--- config.mk ---
export PLATFORM = sky130hd
export DESIGN_NAME = mult_div_unit_flat
export DESIGN_NICKNAME = d
export VERILOG_FILES = /design/src/rtl/mult_div_unit_if.sv /design/src/rtl/mult_div_unit.sv /design/src/flat_wrapper.sv
export SDC_FILE = /design/constraint.sdc
export NUM_CORES = 1
export LEC_CHECK = 0
export CAP_MARGIN = 20
export CORE_MARGIN = 10
export CORE_UTILIZATION = 55
export DETAILED_ROUTE_END_ITERATION = 10
export PLACE_DENSITY = 0.77
export SLEW_MARGIN = 5
export SYNTH_ARGS = -nofsm -noshare
export SYNTH_HDL_FRONTEND = slang
export SYNTH_SLANG_ARGS = --single-unit
--- constraint.sdc ---
create_clock -name clk -period 8.7 [get_ports clk]
set_clock_uncertainty 0.05 [all_clocks]
set_input_delay 1.74 -clock clk [delete_from_list [all_inputs] [get_ports clk]]
set_output_delay 1.74 -clock clk [all_outputs]
set_load 0.1 [all_outputs]
--- src/rtl/mult_div_unit_if.sv ---
// mult_div_unit_if: pipeline-side request/result bundle for the multiply/divide unit
interface mult_div_unit_if #(parameter int WIDTH = 32);
  logic             start;
  logic [1:0]       op;
  logic [WIDTH-1:0] a;
  logic [WIDTH-1:0] b;
  logic             hi_we;
  logic             lo_we;
  logic [WIDTH-1:0] wdata;
  logic             busy;
  logic             done;
  logic [WIDTH-1:0] hi;
  logic [WIDTH-1:0] lo;
  modport master (output start, op, a, b, hi_we, lo_we, wdata, input busy, done, hi, lo);
  modport slave (input start, op, a, b, hi_we, lo_we, wdata, output busy, done, hi, lo);
endinterface

--- src/rtl/mult_div_unit.sv ---
// mult_div_unit: radix-2 iterative MULT/MULTU/DIV/DIVU with HI/LO registers and MTHI/MTLO
module mult_div_unit #(
  parameter int WIDTH = 32
) (
  input logic            clk,
  input logic            reset,
  mult_div_unit_if.slave bus
);
  localparam int CNT_W = $clog2(WIDTH + 1);
  typedef enum logic {IDLE, RUN} state_t;
  state_t             st;
  logic [CNT_W-1:0]   cnt;
  logic               div_q, neg_q, neg_r, zero_q;
  logic [WIDTH-1:0]   a_q, b_q;
  logic [2*WIDTH:0]   acc, acc_nx, sh;
  logic               sa, sb;
  logic [WIDTH-1:0]   ma, mb, quo, rem, res_hi, res_lo;
  logic [WIDTH:0]     sum, trial;
  logic [2*WIDTH-1:0] prod;
  always_comb begin
    sa = ~bus.op[0] & bus.a[WIDTH-1];
    sb = ~bus.op[0] & bus.b[WIDTH-1];
    ma = sa ? -bus.a : bus.a;
    mb = sb ? -bus.b : bus.b;
    sum = acc[2*WIDTH:WIDTH] + (acc[0] ? {1'b0, b_q} : '0);
    sh = {acc[2*WIDTH-1:0], 1'b0};
    trial = sh[2*WIDTH:WIDTH] - {1'b0, b_q};
    acc_nx = div_q ? (trial[WIDTH] ? sh : {trial, sh[WIDTH-1:1], 1'b1})
                   : {1'b0, sum, acc[WIDTH-1:1]};
    prod = neg_q ? -acc_nx[2*WIDTH-1:0] : acc_nx[2*WIDTH-1:0];
    quo = acc_nx[WIDTH-1:0];
    rem = acc_nx[2*WIDTH-1:WIDTH];
    res_lo = div_q ? (zero_q ? '1 : (neg_q ? -quo : quo)) : prod[WIDTH-1:0];
    res_hi = div_q ? (zero_q ? a_q : (neg_r ? -rem : rem)) : prod[2*WIDTH-1:WIDTH];
  end
  always_ff @(posedge clk) begin
    if (reset) begin
      st       <= IDLE;
      cnt      <= '0;
      div_q    <= 1'b0;
      neg_q    <= 1'b0;
      neg_r    <= 1'b0;
      zero_q   <= 1'b0;
      a_q      <= '0;
      b_q      <= '0;
      acc      <= '0;
      bus.busy <= 1'b0;
      bus.done <= 1'b0;
      bus.hi   <= '0;
      bus.lo   <= '0;
    end else begin
      bus.done <= 1'b0;
      if (st == IDLE) begin
        if (bus.start) begin
          div_q    <= bus.op[1];
          neg_q    <= sa ^ sb;
          neg_r    <= sa;
          zero_q   <= bus.b == '0;
          a_q      <= bus.a;
          b_q      <= bus.op[1] ? mb : ma;
          acc      <= {{(WIDTH+1){1'b0}}, bus.op[1] ? ma : mb};
          cnt      <= CNT_W'(WIDTH);
          st       <= RUN;
          bus.busy <= 1'b1;
        end else begin
          if (bus.hi_we) bus.hi <= bus.wdata;
          if (bus.lo_we) bus.lo <= bus.wdata;
        end
      end else begin
        acc <= acc_nx;
        cnt <= cnt - 1'b1;
        if (cnt == CNT_W'(1)) begin
          bus.hi   <= res_hi;
          bus.lo   <= res_lo;
          bus.done <= 1'b1;
          bus.busy <= 1'b0;
          st       <= IDLE;
        end
      end
    end
  end
endmodule

--- src/flat_wrapper.sv ---
// flat-port wrapper written by rule: the top's interface ports become plain ports
module mult_div_unit_flat 
#(
  parameter int WIDTH = 32
)
  (clk, reset, bus_start, bus_op, bus_a, bus_b, bus_hi_we, bus_lo_we, bus_wdata, bus_busy, bus_done, bus_hi, bus_lo);
  mult_div_unit_if #(.WIDTH(WIDTH)) bus_i ();
  input logic clk;
  input logic reset;
  input wire logic [$bits(bus_i.start)-1:0] bus_start;
  input wire logic [$bits(bus_i.op)-1:0] bus_op;
  input wire logic [$bits(bus_i.a)-1:0] bus_a;
  input wire logic [$bits(bus_i.b)-1:0] bus_b;
  input wire logic [$bits(bus_i.hi_we)-1:0] bus_hi_we;
  input wire logic [$bits(bus_i.lo_we)-1:0] bus_lo_we;
  input wire logic [$bits(bus_i.wdata)-1:0] bus_wdata;
  output wire logic [$bits(bus_i.busy)-1:0] bus_busy;
  output wire logic [$bits(bus_i.done)-1:0] bus_done;
  output wire logic [$bits(bus_i.hi)-1:0] bus_hi;
  output wire logic [$bits(bus_i.lo)-1:0] bus_lo;
  assign bus_i.start = bus_start;
  assign bus_i.op = bus_op;
  assign bus_i.a = bus_a;
  assign bus_i.b = bus_b;
  assign bus_i.hi_we = bus_hi_we;
  assign bus_i.lo_we = bus_lo_we;
  assign bus_i.wdata = bus_wdata;
  assign bus_busy = bus_i.busy;
  assign bus_done = bus_i.done;
  assign bus_hi = bus_i.hi;
  assign bus_lo = bus_i.lo;
  mult_div_unit #(.WIDTH(WIDTH)) u_core (.clk(clk), .reset(reset), .bus(bus_i));
endmodule
==> results of run 1 <==
==> synth_stat cells, types with 28 or more instances <==
master	n	share of area
o211ai_1	54	0.023
and3_1	30	0.010
dfxtp_1	206	0.23
o21ai_0	145	0.041
nand2_1	333	0.070
nand3_1	44	0.012
and2_1	42	0.015
nor2_1	278	0.058
clkbuf_1	140	0.029
xor2_1	68	0.033
xnor2_1	94	0.046
ha_1	71	0.050
a311oi_1	34	0.017
a21oi_1	218	0.061
nor3_1	77	0.022
mux2i_1	62	0.035
a211oi_1	110	0.046
o31ai_1	30	0.013
nand4_1	28	0.0098
inv_1	82	0.017
==> where the power goes <==
| group | total, W | internal [W] | leakage, nW | switching (W) |
|---|---|---|---|---|
| Clock | 0.00109 | 0.000639 | 0.414 | 0.000455 |
| Combinational | 0.00136 | 0.000425 | 5.59 | 0.000938 |
| Sequential | 0.00109 | 0.00101 | 1.69 | 0.0000788 |
==> cells by family after synthesis <==
kind of cell             share of synthesized area
flip-flops                                   0.231
AO/OA/AOI/OAI                                0.291
adder cells (fa/ha/maj)                     0.0519
XOR/XNOR                                    0.0793
multiplexers                                0.0416
buffers and inverters                       0.0555
AND/OR/NAND/NOR                              0.250
==> flip-flops by register name, indices dropped and copies added, names as in the netlist <==
signal           flops
u_core.st            1
u_core.div_q         1
u_core.cnt           6
u_core.b_q          32
u_core.a_q          32
u_core.bus.busy      1
u_core.bus.done      1
u_core.neg_r         1
u_core.acc          65
u_core.zero_q        1
u_core.neg_q         1
u_core.bus.hi       32
u_core.bus.lo       32
==> worst paths after layout <==
check	start	endpoint	slack [ns]	depth (start not counted)
worst max-delay path	u_core.acc[31]	u_core.bus.hi[15]	0.82	26
worst min-delay path	u_core.a_q[6]	u_core.a_q[6]	0.41	2
worst max register to register	u_core.acc[31]	u_core.bus.hi[15]	0.82	26
worst min register to register	u_core.a_q[6]	u_core.a_q[6]	0.41	2
==> through the flow <==
step | cells | hold slack [ns] | total power [W]
5_1_grt | 3036 | 0.419 | 0.00367
6_report | 3037 | 0.412 | 0.00355
3_3_place_gp | 2989 | 0.394 | 0.00241
4_1_cts | 3035 | 0.407 | 0.00350
2_1_floorplan | 2535 | 0.383 | 0.00200
3_5_place_dp | 2990 | 0.399 | 0.00243
==> layer usage <==
layer,vias to the layer above,track usage,share of wire
li1,9285,-,-
met5,-,0,0
met1,9516,0.478,0.40
met3,206,0.0845,0.12
met2,1259,0.537,0.43
met4,0,0.166,0.052
==> worst max-delay path, stage by stage (launching register included) <==
cell       delay, ns
dfxtp_1         0.39
inv_1           0.07
ha_1            0.23
fa_1            0.41
nand2b_1        0.21
a21oi_2         0.25
o2111ai_1       0.34
a211oi_1        0.46
o311ai_0        0.16
a21boi_0        0.31
o21a_1          0.17
o21ai_0         0.07
nand2b_1        0.08
ha_1            0.45
nor3b_1         0.51
o221ai_1        0.25
or3_1           0.41
or2_1           0.25
or3_1           0.36
nor2_1          0.27
nand2_1         0.44
or4_4           0.69
nand2_1         0.10
xor2_1          0.16
nor2_1          0.05
a21oi_1         0.42
o22ai_1         0.15
==> layout make-up <==
type | instances | share of cell area
flip-flops and latches | 206 | 0.201
multi-input cells | 2070 | 0.622
repair buffers | 196 | 0.0931
diodes | 1 | 0.000122
inverters | 84 | 0.0153
clock inverters | 6 | 0.00201
clock buffers | 39 | 0.0395
well taps | 435 | 0.0265
==> results.txt, run 1 <==
Worst EP required - 9.04 ns
Placement Cell Area - 0.0197 mm²
ratio of cells with drive above 1 in the final layout - 0.0477
clock latency on the worst-skew pair - 0.55 ns
post-layout util - 0.646
P_leak - 7.69 nW
slew margin rel. - 0.164
drt pass-1 iters - 8
critical-path maximum fanout - 15
prevailing post-synth register cell - dfxtp_1
min Tclk post-route - 7.88 ns
DRT Wirelength - 76900 µm
post-route DRC violation count - 0
initial antenna violation count - 0
crit path launch type - flop
WL/cell - 25.3 µm
Chip Height - 200 µm
Final Wtd Congestion - 1.06
footprint of the multi-input gates - 0.0128 mm²
Post-CTS Resized - 0
most frequent cells in the layout - 332 x nand2_1, 277 x nor2_1, 218 x a21oi_1, 203 x dfxtp_1, 166 x clkdlybuf4s50_1
Max-Cap Viols - 0
Avg Vias per Cell - 6.67
GR Util All Layers - 0.359
CTS sink count - 206
GRT overflow - 0
post-route setup slack - 0.817 ns
Syn Inst Count - 2535
syn_nets - 2711
status - completed
Starting DRT DRC Count - 2860
synth unique cells - 91
Finished Cell Area - 0.0205 mm²
syn_area_per_cell - 7.06 µm²
clk slew on worst S/H paths - 0.06 ns
Async SR Flop Fraction - 0
kind of critical path - flop to flop
Final Cycle Share - 0.906
Pwr per Cell Area - 173 mW/mm²
Synthesis Warnings - 0
DP HPWL - 58400 µm
synthesized area - 0.0179 mm²
Num CTS Buffers - 26
pre-CTS setup slack - 1.10 ns
RSZ-0062 raised after global routing - false
Final #Nets - 2760
fin. max-slew vios - 0
CTS Hold Bufs - 0
Post-DRT Antenna Nets - 0
CP endpoint kind - flop
fmax - 127 MHz
FF+latch area - 0.00413 mm²
Layout area overhead - 14.9%
initial core utilization - 0.563
Synth Register Bits - 206
via count - 20300
register area share after synthesis - 0.231
Least-Margin Pin Slew - 1.24 ns
Setup Buffers After CTS - 0
first-pass GRT wire length - 115000 µm
Max VDD drop - 0.000131 V
setup TNS - 0 ns
DIE WIDTH - 200 µm
core area - 0.0318 mm²
largest net degree at the start of global routing - 130
Hold Violations, Final - 0
Root Buffer - clkbuf_16
Rows - 65
FILL cells - 2895
data arrival time of the critical path - 8.22 ns
io pins - 169
number of synthesized flops with an enable pin - 0
most common cell after layout, fill and taps aside - nand2_1
vias in the first global route - 18600
CTS tree - built
htree depth - 1
Hold Crit Class - flop to flop
IO Port Bufs - 168
# setup viols final - 0
DIE AREA - 0.0401 mm²
Clock Path Buffers - 3
Note: power is estimated with default switching activity, not from simulation.
==> inputs of run 2 (changes only) <==
--- a/config.mk
+++ b/config.mk
@@ -5,9 +5,9 @@
 export SDC_FILE = /design/constraint.sdc
 export NUM_CORES = 1
 export LEC_CHECK = 0
-export CAP_MARGIN = 20
 export CORE_MARGIN = 10
 export CORE_UTILIZATION = 55
+export CTS_CLUSTER_SIZE = 40
 export DETAILED_ROUTE_END_ITERATION = 10
 export PLACE_DENSITY = 0.77
 export SLEW_MARGIN = 5
==> constraint.sdc (replaced) <==
create_clock -name clk -period 9.5 [get_ports clk]
set_clock_uncertainty 0.05 [all_clocks]
set_input_delay 1.9 -clock clk [delete_from_list [all_inputs] [get_ports clk]]
set_output_delay 1.9 -clock clk [all_outputs]
set_load 0.1 [all_outputs]
==> run 2 against run 1 <==
Net effect:
- worst setup slack improved by 0.91 ns
- register-to-register slack improved by 0.91 ns
- first-iteration DRC count is 9.1% lower
- power decreased by 8.6%
- hold slack got worse by 0.0074 ns
- via count about the same
- fmax increased by 1.4%
- utilization decreased by 0.12 points
- critical endpoint is now u_core.bus.hi[25]
- sequential power is 8% lower
- wire length fell by 5.9%
==> results.txt, run 2 (synthesis results as in run 1) <==
Chip Height - 200 µm
Final Cycle Share - 0.818
Layout area overhead - 14.7%
RR Startpoint - u_core.acc[31]
Final #Nets - 2756
CP endpoint kind - flop
Root Buffer - clkbuf_16
post-route setup slack - 1.73 ns
clk slew on worst S/H paths - 0.07 ns
core area - 0.0318 mm²
setup TNS - 0 ns
most common cell after layout, fill and taps aside - nand2_1
Num CTS Buffers - 24
DIE AREA - 0.0401 mm²
WL/cell - 23.9 µm
initial core utilization - 0.563
Max VDD drop - 0.000115 V
first-pass GRT wire length - 109000 µm
Placement Cell Area - 0.0197 mm²
clock latency on the worst-skew pair - 0.53 ns
DIE WIDTH - 200 µm
min Tclk post-route - 7.77 ns
Hold Violations, Final - 0
Finished Cell Area - 0.0205 mm²
max FFs per register - 65
RSZ-0062 raised after global routing - false
Setup Buffers After CTS - 0
slew margin rel. - 0.145
kind of critical path - flop to flop
Post-CTS Resized - 0
Register-to-Register Path Depth - 26
worst min-delay path startpoint - u_core.a_q[2]
htree depth - 1
Max-Cap Viols - 0
Crit-path slowest cell - or4_4
CTS Hold Bufs - 0
Clock Path Buffers - 3
GR Util All Layers - 0.336
pre-CTS setup slack - 2.06 ns
CTS tree - built
Final Wtd Congestion - 1.11
Post-DRT Antenna Nets - 0
post-layout util - 0.645
most frequent cells in the layout - 332 x nand2_1, 277 x nor2_1, 218 x a21oi_1, 203 x dfxtp_1, 166 x clkdlybuf4s50_1
Hold Crit Class - flop to flop
DP HPWL - 55100 µm
n_diodes - 0
# setup viols final - 0
status - completed
fmax - 129 MHz
Hold Path Depth - 2
via count - 20300
vias in the first global route - 18400
ratio of cells with drive above 1 in the final layout - 0.0470
Least-Margin Pin Slew - 1.28 ns
Starting DRT DRC Count - 2599
CP startpoint - u_core.acc[31]
GRT overflow - 0
Pwr per Cell Area - 158 mW/mm²
post-route DRC violation count - 0
initial antenna violation count - 1
crit path launch type - flop
Worst EP required - 9.89 ns
DRT Wirelength - 72400 µm
Avg Vias per Cell - 6.68
P_leak - 7.67 nW
largest net degree at the start of global routing - 131
fin. max-slew vios - 0
CTS sink count - 206
io pins - 169
data arrival time of the critical path - 8.16 ns
slowest stage delay, CP - 0.69 ns
IO Port Bufs - 168
Largest Register - u_core.acc
critical-path maximum fanout - 12
drt pass-1 iters - 6
Rows - 65
Design Power - 0.00324 W
-- run 2: changes by cell type in the layout (fill, tap and decap cells not counted) --
| cell | change |
|---|---|
| buf_8 | -1 |
| inv_6 | +2 |
| dlymetal6s2s_1 | -1 |
| diode_2 | -1 |
| buf_12 | -1 |
| clkinvlp_4 | -2 |
| clkinv_2 | +3 |
| clkbuf_16 | -2 |
| bufinv_16 | +4 |
| clkbuf_8 | -6 |
| buf_4 | +1 |
-- run 2: routing by layer --
metal  GRT usage  vias to the layer above  part of all wire
met5           0                        -                 0
met4       0.163                        0             0.056
met3      0.0816                      201              0.12
met2       0.506                     1290              0.42
met1       0.441                     9512              0.40
li1            -                     9261                 -
-- run 2: layout make-up --
type                    instances  area, µm²
multi-input cells            2070      12800
fillers                      2864      11300
clock inverters                13        179
well taps                     435        544
flip-flops and latches        206       4130
inverters                      84        315
clock buffers                  31        678
repair buffers                194       1870
-- run 2: final timing paths --
| check | slack (ns) | to |
|---|---|---|
| setup / recovery | 1.73 | u_core.bus.hi[25] |
| hold / removal | 0.40 | u_core.a_q[2] |
| setup reg to reg | 1.73 | u_core.bus.hi[25] |
| hold reg to reg | 0.40 | u_core.a_q[2] |
-- run 2: worst max-delay path: cells and delay by family (launching register included) --
kind / cells / cell delay (ns)
fa+ha+maj: 3 / 1.03
buf+inv: 1 / 0.07
simple gates: 9 / 3.12
xor+xnor: 1 / 0.08
compound gates: 12 / 2.93
flops: 1 / 0.40
-- run 2: per-stage QoR --
| step | hold slack [ns] | instances |
|---|---|---|
| after CTS | 0.405 | 3033 |
| after floorplan | 0.383 | 2535 |
| final | 0.404 | 3033 |
| after global routing | 0.430 | 3033 |
| after detailed placement | 0.396 | 2989 |
| after global placement | 0.388 | 2989 |
-- run 2: where the power goes --
group,switching (W),leakage [nW],internal [W]
Sequential,0.0000758,1.69,0.000927
Combinational,0.000831,5.55,0.000387
Clock,0.000407,0.423,0.000615
Total,0.00131,7.67,0.00193
